File: config.mk
export PLATFORM = sky130hd
export DESIGN_NAME = adc_pll_ctrl
export DESIGN_NICKNAME = d
export VERILOG_FILES = /design/src/rtl/adc_pll_ctrl.sv
export SDC_FILE = /design/constraint.sdc
export NUM_CORES = 1
export LEC_CHECK = 0
export ABC_AREA = 1
export CAP_MARGIN = 20
export CORE_ASPECT_RATIO = 0.75
export CORE_MARGIN = 3
export CORE_UTILIZATION = 45
export DETAILED_ROUTE_END_ITERATION = 6
export PLACE_DENSITY = 0.72
export SYNTH_ARGS = -nofsm -noshare
export SYNTH_HDL_FRONTEND = slang
export SYNTH_SLANG_ARGS = --single-unit
File: constraint.sdc
create_clock -name refclk -period 2.05 [get_ports refclk]
set_input_delay 0.205 -clock refclk [delete_from_list [all_inputs] [get_ports refclk]]
set_output_delay 0.205 -clock refclk [all_outputs]
set_load 0.03 [all_outputs]
File: src/rtl/adc_pll_ctrl.sv
// Sequencer for the 4-phase ADC sampling PLL: reset/lock qualification, timeout retries,
// lock-loss recovery and the glitch-safe capture-phase switch handshake.
`timescale 1ns/1ps
module adc_pll_ctrl #(
    parameter int unsigned RST_CYCLES          = 16,
    parameter int unsigned LOCK_STABLE_CYCLES  = 1024,
    parameter int unsigned LOCK_TIMEOUT_CYCLES = 65536,
    parameter int unsigned MAX_RETRIES         = 3,
    parameter int unsigned SWITCH_CYCLES       = 8,
    parameter int unsigned PHASE_DEFAULT       = 0
) (
    input  logic       refclk,
    input  logic       rst,
    input  logic       pll_locked,
    output logic       pll_rst,
    input  logic       phase_req,
    input  logic [1:0] phase_in,
    output logic       phase_ack,
    output logic [1:0] phase_sel,
    output logic       adc_rst,
    output logic       ready,
    output logic       fault,
    output logic [1:0] retry_cnt,
    output logic [7:0] relock_cnt
);

    localparam int unsigned RW = (RST_CYCLES > 1)          ? $clog2(RST_CYCLES)          : 1;
    localparam int unsigned SW = (LOCK_STABLE_CYCLES > 1)  ? $clog2(LOCK_STABLE_CYCLES)  : 1;
    localparam int unsigned TW = (LOCK_TIMEOUT_CYCLES > 1) ? $clog2(LOCK_TIMEOUT_CYCLES) : 1;
    localparam int unsigned XW = (SWITCH_CYCLES > 1)       ? $clog2(SWITCH_CYCLES)       : 1;

    localparam logic [RW-1:0] RST_LAST    = RW'(RST_CYCLES - 1);
    localparam logic [SW-1:0] STABLE_LAST = SW'(LOCK_STABLE_CYCLES - 1);
    localparam logic [TW-1:0] TO_LAST     = TW'(LOCK_TIMEOUT_CYCLES - 1);
    localparam logic [XW-1:0] SW_LAST     = XW'(SWITCH_CYCLES - 1);
    localparam logic [XW-1:0] SW_HALF     = XW'(SWITCH_CYCLES / 2 - 1);
    localparam logic [1:0]    RETRY_LAST  = 2'(MAX_RETRIES - 1);

    typedef enum logic [2:0] {
        RESET_PLL,
        WAIT_LOCK,
        STABLE,
        RUN,
        SWITCH,
        FAULT
    } state_t;

    state_t        state, state_next;
    logic          sync1, locked_s;
    logic [RW-1:0] rst_cnt;
    logic [SW-1:0] stable_cnt;
    logic [TW-1:0] to_cnt;
    logic [XW-1:0] sw_cnt;
    logic [1:0]    pending;
    logic          qualifying, timeout;

    assign qualifying = (state == WAIT_LOCK) || (state == STABLE);
    assign timeout    = qualifying && (to_cnt == TO_LAST);

    always_ff @(posedge refclk) begin
        if (rst) state <= RESET_PLL;
        else     state <= state_next;
    end

    always_comb begin
        state_next = state;
        pll_rst    = 1'b0;
        adc_rst    = 1'b1;
        ready      = 1'b0;
        fault      = 1'b0;
        phase_ack  = 1'b0;
        case (state)
            RESET_PLL: begin
                pll_rst = 1'b1;
                if (rst_cnt == RST_LAST) state_next = WAIT_LOCK;
            end
            WAIT_LOCK: begin
                if (timeout)
                    state_next = (retry_cnt == RETRY_LAST) ? FAULT : RESET_PLL;
                else if (locked_s)
                    state_next = (LOCK_STABLE_CYCLES == 1) ? RUN : STABLE;
            end
            STABLE: begin
                if (timeout)
                    state_next = (retry_cnt == RETRY_LAST) ? FAULT : RESET_PLL;
                else if (!locked_s)
                    state_next = WAIT_LOCK;
                else if (stable_cnt == STABLE_LAST)
                    state_next = RUN;
            end
            RUN: begin
                adc_rst = 1'b0;
                ready   = 1'b1;
                if (!locked_s)      state_next = RESET_PLL;
                else if (phase_req) state_next = SWITCH;
            end
            SWITCH: begin
                // The ack is suppressed if lock is lost on the final cycle, since that cycle aborts.
                if (!locked_s) begin
                    state_next = RESET_PLL;
                end else if (sw_cnt == SW_LAST) begin
                    phase_ack  = 1'b1;
                    state_next = RUN;
                end
            end
            FAULT: begin
                pll_rst = 1'b1;
                fault   = 1'b1;
            end
            default: state_next = RESET_PLL;
        endcase
    end

    always_ff @(posedge refclk) begin
        if (rst) begin
            sync1      <= 1'b0;
            locked_s   <= 1'b0;
            rst_cnt    <= '0;
            stable_cnt <= '0;
            to_cnt     <= '0;
            sw_cnt     <= '0;
            pending    <= 2'(PHASE_DEFAULT);
            phase_sel  <= 2'(PHASE_DEFAULT);
            retry_cnt  <= '0;
            relock_cnt <= '0;
        end else begin
            sync1    <= pll_locked;
            locked_s <= sync1;

            if (state == RESET_PLL && state_next == RESET_PLL) rst_cnt <= rst_cnt + 1'b1;
            else                                               rst_cnt <= '0;

            // Timeout spans WAIT_LOCK and STABLE together; it only restarts via RESET_PLL.
            if (qualifying && !timeout) to_cnt <= to_cnt + 1'b1;
            else                        to_cnt <= '0;

            if (state == WAIT_LOCK && locked_s)
                stable_cnt <= SW'(1);
            else if (state == STABLE && locked_s && stable_cnt != STABLE_LAST)
                stable_cnt <= stable_cnt + 1'b1;
            else
                stable_cnt <= '0;

            if (state == SWITCH) sw_cnt <= sw_cnt + 1'b1;
            else                 sw_cnt <= '0;

            if (state == RUN && locked_s && phase_req) pending <= phase_in;

            if (state == SWITCH && locked_s && sw_cnt == SW_HALF) phase_sel <= pending;

            if (timeout)
                retry_cnt <= retry_cnt + 1'b1;
            else if (qualifying && state_next == RUN)
                retry_cnt <= '0;

            if ((state == RUN || state == SWITCH) && !locked_s && relock_cnt != 8'hFF)
                relock_cnt <= relock_cnt + 8'd1;
        end
    end

endmodule

==> results of run 1 <==
[cell usage in the layout (no fill, tap or decap), drive strengths merged, types with 2 or more instances in the layout]
cell type	count
nor3	10
xor2	8
nand2	55
nor2	60
inv	42
clkdlybuf4s50	20
nand3	30
clkinv	3
clkbuf	5
nand4	2
nor3b	2
buf	3
xnor2	7
o21ai	9
nor4	2
dfxtp	52
a21oi	16
or2	2
ha	8
[per-layer routing]
metal  vias to the layer above  part of all wire [%]  GRT usage (%)
met5                         -                     0              0
met4                         0                  0.28           4.01
met3                         2                   4.4           3.80
met2                        32                    42           23.1
met1                       881                    54           22.9
li1                       1062                     -              -
[sequential cells by signal, summed over array words and instances (netlist names)]
| register | flops |
|---|---|
| to_cnt | 16 |
| stable_cnt | 10 |
| relock_cnt | 8 |
| rst_cnt | 4 |
| state | 3 |
| sw_cnt | 3 |
| pending | 2 |
| phase_sel | 2 |
| retry_cnt | 2 |
| locked_s | 1 |
| sync1 | 1 |
[per-stage QoR]
stage	cells	hold WS, ps	cell area, µm²
4_1_cts	418	406	2860
6_report	418	409	2870
3_3_place_gp	410	411	2750
3_5_place_dp	410	418	2750
5_1_grt	418	428	2870
2_1_floorplan	316	284	2440
[worst register-to-register path, stage by stage, from the launching register on]
cell     delay, ps
dfxtp_1        420
ha_1           210
inv_1           60
nor4_1         300
nand3_1        140
nand3_2        190
nor2_1         120
o21ai_1        120
a21oi_1         50
[report_power, final]
part | internal [mW] | switching (mW)
combinational | 0.0199 | 0.0227
clock | 0.361 | 0.336
sequential | 1.02 | 0.00466
total | 1.40 | 0.363
[final timing paths]
check	endpoint	slack (ps)
worst max-delay path	ready	90
worst min-delay path	sync1$_SDFF_PP0_	410
worst max register to register	relock_cnt[3]$_SDFFE_PP0P_	320
worst min register to register	sw_cnt[0]$_SDFF_PP0_	430
[logic make-up after synthesis]
family,Yosys count,share of synthesized area [%]
XOR/XNOR,15,5.38
adder cells (fa/ha/maj),8,4.10
AO/OA/AOI/OAI,30,7.07
AND/OR/NAND/NOR,164,33.1
buffers and inverters,47,7.68
flip-flops,52,42.6
[final cells by class]
cell class | instances | share of cell area [%]
repair buffers | 25 | 8.52
well taps | 72 | 3.14
clock buffers | 5 | 2.40
flip-flops and latches | 52 | 36.3
multi-input cells | 217 | 42.4
inverters | 44 | 5.76
clock inverters | 3 | 1.48
[repair_timing]
action,CTS,global route
endpoints found under the hold margin,0,0
gates cloned,0,0
setup endpoints to repair,1,1
resized for setup,1,1
buffers inserted,0,0
==> impl_metrics.env, run 1 <==
export IMPL_rsz0062_at_grt="false"
export IMPL_final_nets=359
export IMPL_arrival_ps=1760
export IMPL_drtIter0Drc=107
export IMPL_hold_buffers=0
export IMPL_gp_congestion=0.803
export IMPL_fin_util_pct=56.6
export IMPL_slew_viol_final=0
export IMPL_fmax_mhz=510
export IMPL_seq_area_frac_synth_pct=42.6
export IMPL_die_area_um2=6360
export IMPL_chipHeight_um=69.8
export IMPL_hold_path_class="primary input to register"
export IMPL_hpwl_um=3650
export IMPL_yosysTopAreaCell="dfxtp_1"
export IMPL_nFillCells=501
export IMPL_path_clk_slew_ps=90
export IMPL_clock_skew_ps=7.23
export IMPL_setup_viol=0
export IMPL_initial_core_util_pct=48.2
export IMPL_setup_worst_path_start="state[0]$_SDFF_PP0_"
export IMPL_synth_edf_count=0
export IMPL_tightest_slew_ps=410
export IMPL_rr_startpoint="relock_cnt[0]$_SDFFE_PP0P_"
export IMPL_place_ws_ps=260
export IMPL_syn_avg_cell_area_um2=7.73
export IMPL_status="complete, no violations"
export IMPL_cts_root_buf="clkbuf_8"
export IMPL_setup_tns_ps=0
export IMPL_syn2layout_area_growth_pct=17.3
export IMPL_layout_drive_gt1_share_pct=12.7
export IMPL_grt_use_total_pct=15.7
export IMPL_drt_wl_total_um=4660
export IMPL_finalHoldViolCount=0
export IMPL_fp_dieW_um=91.1
export IMPL_via_count=1977
export IMPL_coreArea_um2=5060
export IMPL_multiInputGateArea_um2=1210
export IMPL_path_buf_inv=2
export IMPL_grt_pass1_wl_um=8290
export IMPL_reg2reg_depth=8
export IMPL_io_buffers=22
export IMPL_worstPathMaxFanout=8
export IMPL_netlist_top_cells_area="dfxtp_1, nor2_1, nand2_1"
export IMPL_synth_seq_cells=52
export IMPL_insertion_delay_ps=310
export IMPL_slowest_delay_ps=670
export IMPL_path_cells="nand3_1 > inv_1 > clkdlybuf4s50_1"
export IMPL_synth_flop_cell="dfxtp_1"
export IMPL_cts_buffers=5
export IMPL_setup_ws_ps=88.3
export IMPL_slew_headroom_pct=72.6
export IMPL_power_total_mw=1.76
export IMPL_regArea_um2=1040
export IMPL_yosys_warnings=0
export IMPL_rows=22
export IMPL_synthTopCellsByCount="dfxtp_1, nor2_1, nand2_1"
export IMPL_grt_max_degree=17
export IMPL_peakVddDrop_mv=0.317
export IMPL_drc=0
export IMPL_p_per_area_nw_per_um2=615
export IMPL_cts_buffer_depth=2
export IMPL_worst_path_stages=3
export IMPL_grt_remaining_overflow=0
export IMPL_synth_area_um2=2440
export IMPL_min_period_over_period_pct=95.7
export IMPL_critical_path_class="register to output port"
export IMPL_leakage_nw=1.13
export IMPL_ant_nets=0
export IMPL_drv_cap=0
export IMPL_synth_distinct_cells=37
export IMPL_cp_end_kind="output port"
export IMPL_critPathTopFamily="buffers and inverters"
export IMPL_slowest_stage="clkdlybuf4s50_1"
export IMPL_grt_pass1_vias=1897
export IMPL_cp_required_ps=1850
export IMPL_io_pins=23
export IMPL_avgViaCountPerCell=4.73
export IMPL_synthCells=316
export IMPL_wl_per_cell_um=11.1
export IMPL_period_needed_ps=1960
export IMPL_grt_antenna_before_repair=0
export IMPL_hold_start="pll_locked"
export IMPL_num_antenna_cells=0
export IMPL_async_reset_ff_share_pct=0
export IMPL_whs_path_depth=3
export IMPL_clock_sinks=52
export IMPL_synth_top_cell_area_share_pct=42.6
export IMPL_synth_nets=330
export IMPL_cts_tree="yes"
export IMPL_startpoint_type="register"
export IMPL_cts_max_level=2
export IMPL_first_pass_iters=4
Power figures use the tool's default switching activity.
==> run 2, diff against run 1 <==
Settings changed: CAP_MARGIN 20 to not set.
==> results of run 2 <==
No change in the layout: final DEF, timing and power equal those of run 1.
==> run 3, diff against run 2 <==
Settings changed: CTS_CLUSTER_SIZE set to 8, SETUP_SLACK_MARGIN set to 0.15.
==> impl_metrics.env, run 3 (synthesized netlist as in run 1, its figures left out) <==
export IMPL_status="complete, no violations"
export IMPL_whs_path_depth=3
export IMPL_drtIter0Drc=89
export IMPL_largest_reg_flops=16
export IMPL_io_buffers=22
export IMPL_final_nets=359
export IMPL_worstPathMaxFanout=9
export IMPL_cts_buffers=5
export IMPL_period_needed_ps=1720
export IMPL_dpl_cell_area_um2=2750
export IMPL_clockPowerShare_pct=39.5
export IMPL_startpoint_type="register"
export IMPL_fp_dieW_um=91.1
export IMPL_drt_wl_total_um=4640
export IMPL_r2r_end="relock_cnt[3]$_SDFFE_PP0P_"
export IMPL_p_per_area_nw_per_um2=615
export IMPL_setup_worst_path_start="relock_cnt[0]$_SDFFE_PP0P_"
export IMPL_cts_tree="yes"
export IMPL_clock_sinks=52
export IMPL_setup_tns_ps=0
export IMPL_die_area_um2=6360
export IMPL_min_period_over_period_pct=84.0
export IMPL_path_clk_slew_ps=90
export IMPL_hpwl_um=3650
export IMPL_wl_per_cell_um=11.1
export IMPL_rows=22
export IMPL_drc=0
export IMPL_gp_congestion=0.803
export IMPL_swShare_pct=20.5
export IMPL_layout_drive_gt1_share_pct=13.0
export IMPL_tightest_slew_ps=408
export IMPL_cts_buffer_depth=2
export IMPL_peakVddDrop_mv=0.317
export IMPL_rrSetupSlack_ps=330
export IMPL_grt_pass1_vias=1896
export IMPL_regMostFlops="to_cnt"
export IMPL_clock_skew_ps=8.11
export IMPL_min_to="sync1$_SDFF_PP0_"
export IMPL_most_common_layout_cells="nor2_1, dfxtp_1, nand2_1"
export IMPL_cts_setup_buffers=0
export IMPL_io_pins=23
export IMPL_cp_end_kind="register"
export IMPL_drv_cap=0
export IMPL_first_pass_iters=4
export IMPL_ant_nets=0
export IMPL_top_regs="to_cnt (16), stable_cnt (10), relock_cnt (8)"
export IMPL_hold_start="pll_locked"
export IMPL_cp_required_ps=2250
export IMPL_p_comb_share_pct=2.4
export IMPL_slew_viol_final=0
export IMPL_hold_path_class="primary input to register"
export IMPL_leakage_nw=1.13
export IMPL_grt_remaining_overflow=0
export IMPL_avgViaCountPerCell=4.72
export IMPL_grt_max_degree=17
export IMPL_fin_area_um2=2860
export IMPL_grt_antenna_before_repair=0
export IMPL_slew_headroom_pct=72.7
export IMPL_finalHoldViolCount=0
export IMPL_pwr_share_seq_pct=58.1
export IMPL_arrival_ps=1920
export IMPL_rsz0062_at_grt="false"
export IMPL_insertion_delay_ps=310
export IMPL_grt_use_total_pct=15.7
export IMPL_syn2layout_area_growth_pct=17.0
export IMPL_grt_pass1_wl_um=8270
export IMPL_via_count=1975
export IMPL_power_switching_uw=360
export IMPL_reg2reg_depth=8
export IMPL_fmax_mhz=581
export IMPL_setup_viol=0
export IMPL_initial_core_util_pct=48.2
export IMPL_num_antenna_cells=0
export IMPL_critical_path_class="register to register"
export IMPL_coreArea_um2=5060
export IMPL_chipHeight_um=69.8
export IMPL_internal_power_mw=1.40
export IMPL_cts_max_level=2
export IMPL_cts_root_buf="clkbuf_8"
export IMPL_rr_startpoint="relock_cnt[0]$_SDFFE_PP0P_"
==> run 3: cell types whose count changed in the layout (fill, tap and decap cells not counted), sizes merged <==
cell	previous run	this run
dlygate4sd2	1	3
clkbuf	5	6
clkdlybuf4s50	20	17
==> run 3: power groups by stage <==
| stage | logic (mW) | registers (mW) | clock network (mW) |
|---|---|---|---|
| 2_1_floorplan | 0.0198 | 1.04 | 0 |
| 3_3_place_gp | 0.0415 | 1.04 | 0 |
| 3_5_place_dp | 0.0420 | 1.04 | 0 |
| 4_1_cts | 0.0423 | 1.02 | 0.716 |
| 5_1_grt | 0.0477 | 1.02 | 0.756 |
| 6_report | 0.0425 | 1.02 | 0.694 |
==> run 3: how the worst max path moves through the flow <==
stage | endpoint | slack [ps] | depth (start not counted)
6_report | relock_cnt[3]$_SDFFE_PP0P_ | 330 | 8
5_1_grt | retry_cnt[1]$_SDFFE_PP0P_ | 170 | 12
4_1_cts | phase_ack | 170 | 6
3_5_place_dp | phase_ack | 260 | 6
3_3_place_gp | phase_ack | 280 | 6
2_1_floorplan | relock_cnt[3]$_SDFFE_PP0P_ | 290 | 8
==> run 3: timing repair <==
| item | CTS | global route |
|---|---|---|
| gates cloned | 0 | 0 |
| endpoints found under the setup margin | 4 | 2 |
| resized for setup | 4 | 3 |
| hold buffers | 0 | 0 |
==> run 3: critical path: stages, from the launching register on <==
cell and delay (ps):
dfxtp_1 420, ha_1 210, inv_1 60, nor4_1 300, nand3_1 140, nand3_2 190
nor2_1 110, o21ai_1 120, a21oi_1 50
==> run 3: per-stage QoR <==
stage / worst slack (ps) / cells / utilization (%) / power [mW] / hold slack, ps
floorplan: 294 / 316 / - / 1.06 / 284
global placement: 284 / 410 / 54.3 / 1.09 / 411
detailed placement: 260 / 410 / 54.3 / 1.09 / 418
CTS: 167 / 418 / 56.4 / 1.78 / 406
global route: 167 / 418 / 56.4 / 1.83 / 428
finish: 327 / 418 / 56.4 / 1.76 / 410
==> run 3: final cells by class <==
class / count / area (µm²)
fill: 504 / 2210
multi-input combinational: 217 / 1210
sequential: 52 / 1040
timing repair buffer: 25 / 236
inverter: 44 / 165
tap: 72 / 90.1
clock buffer: 5 / 68.8
clock inverter: 3 / 42.5
==> run 3: per-layer routing <==
| layer | global-route usage (%) | routed length [µm] |
|---|---|---|
| met3 | 3.80 | 232 |
| met1 | 22.8 | 2450 |
| met5 | 0 | 0 |
| met2 | 23.1 | 1940 |
| met4 | 4.01 | 13 |
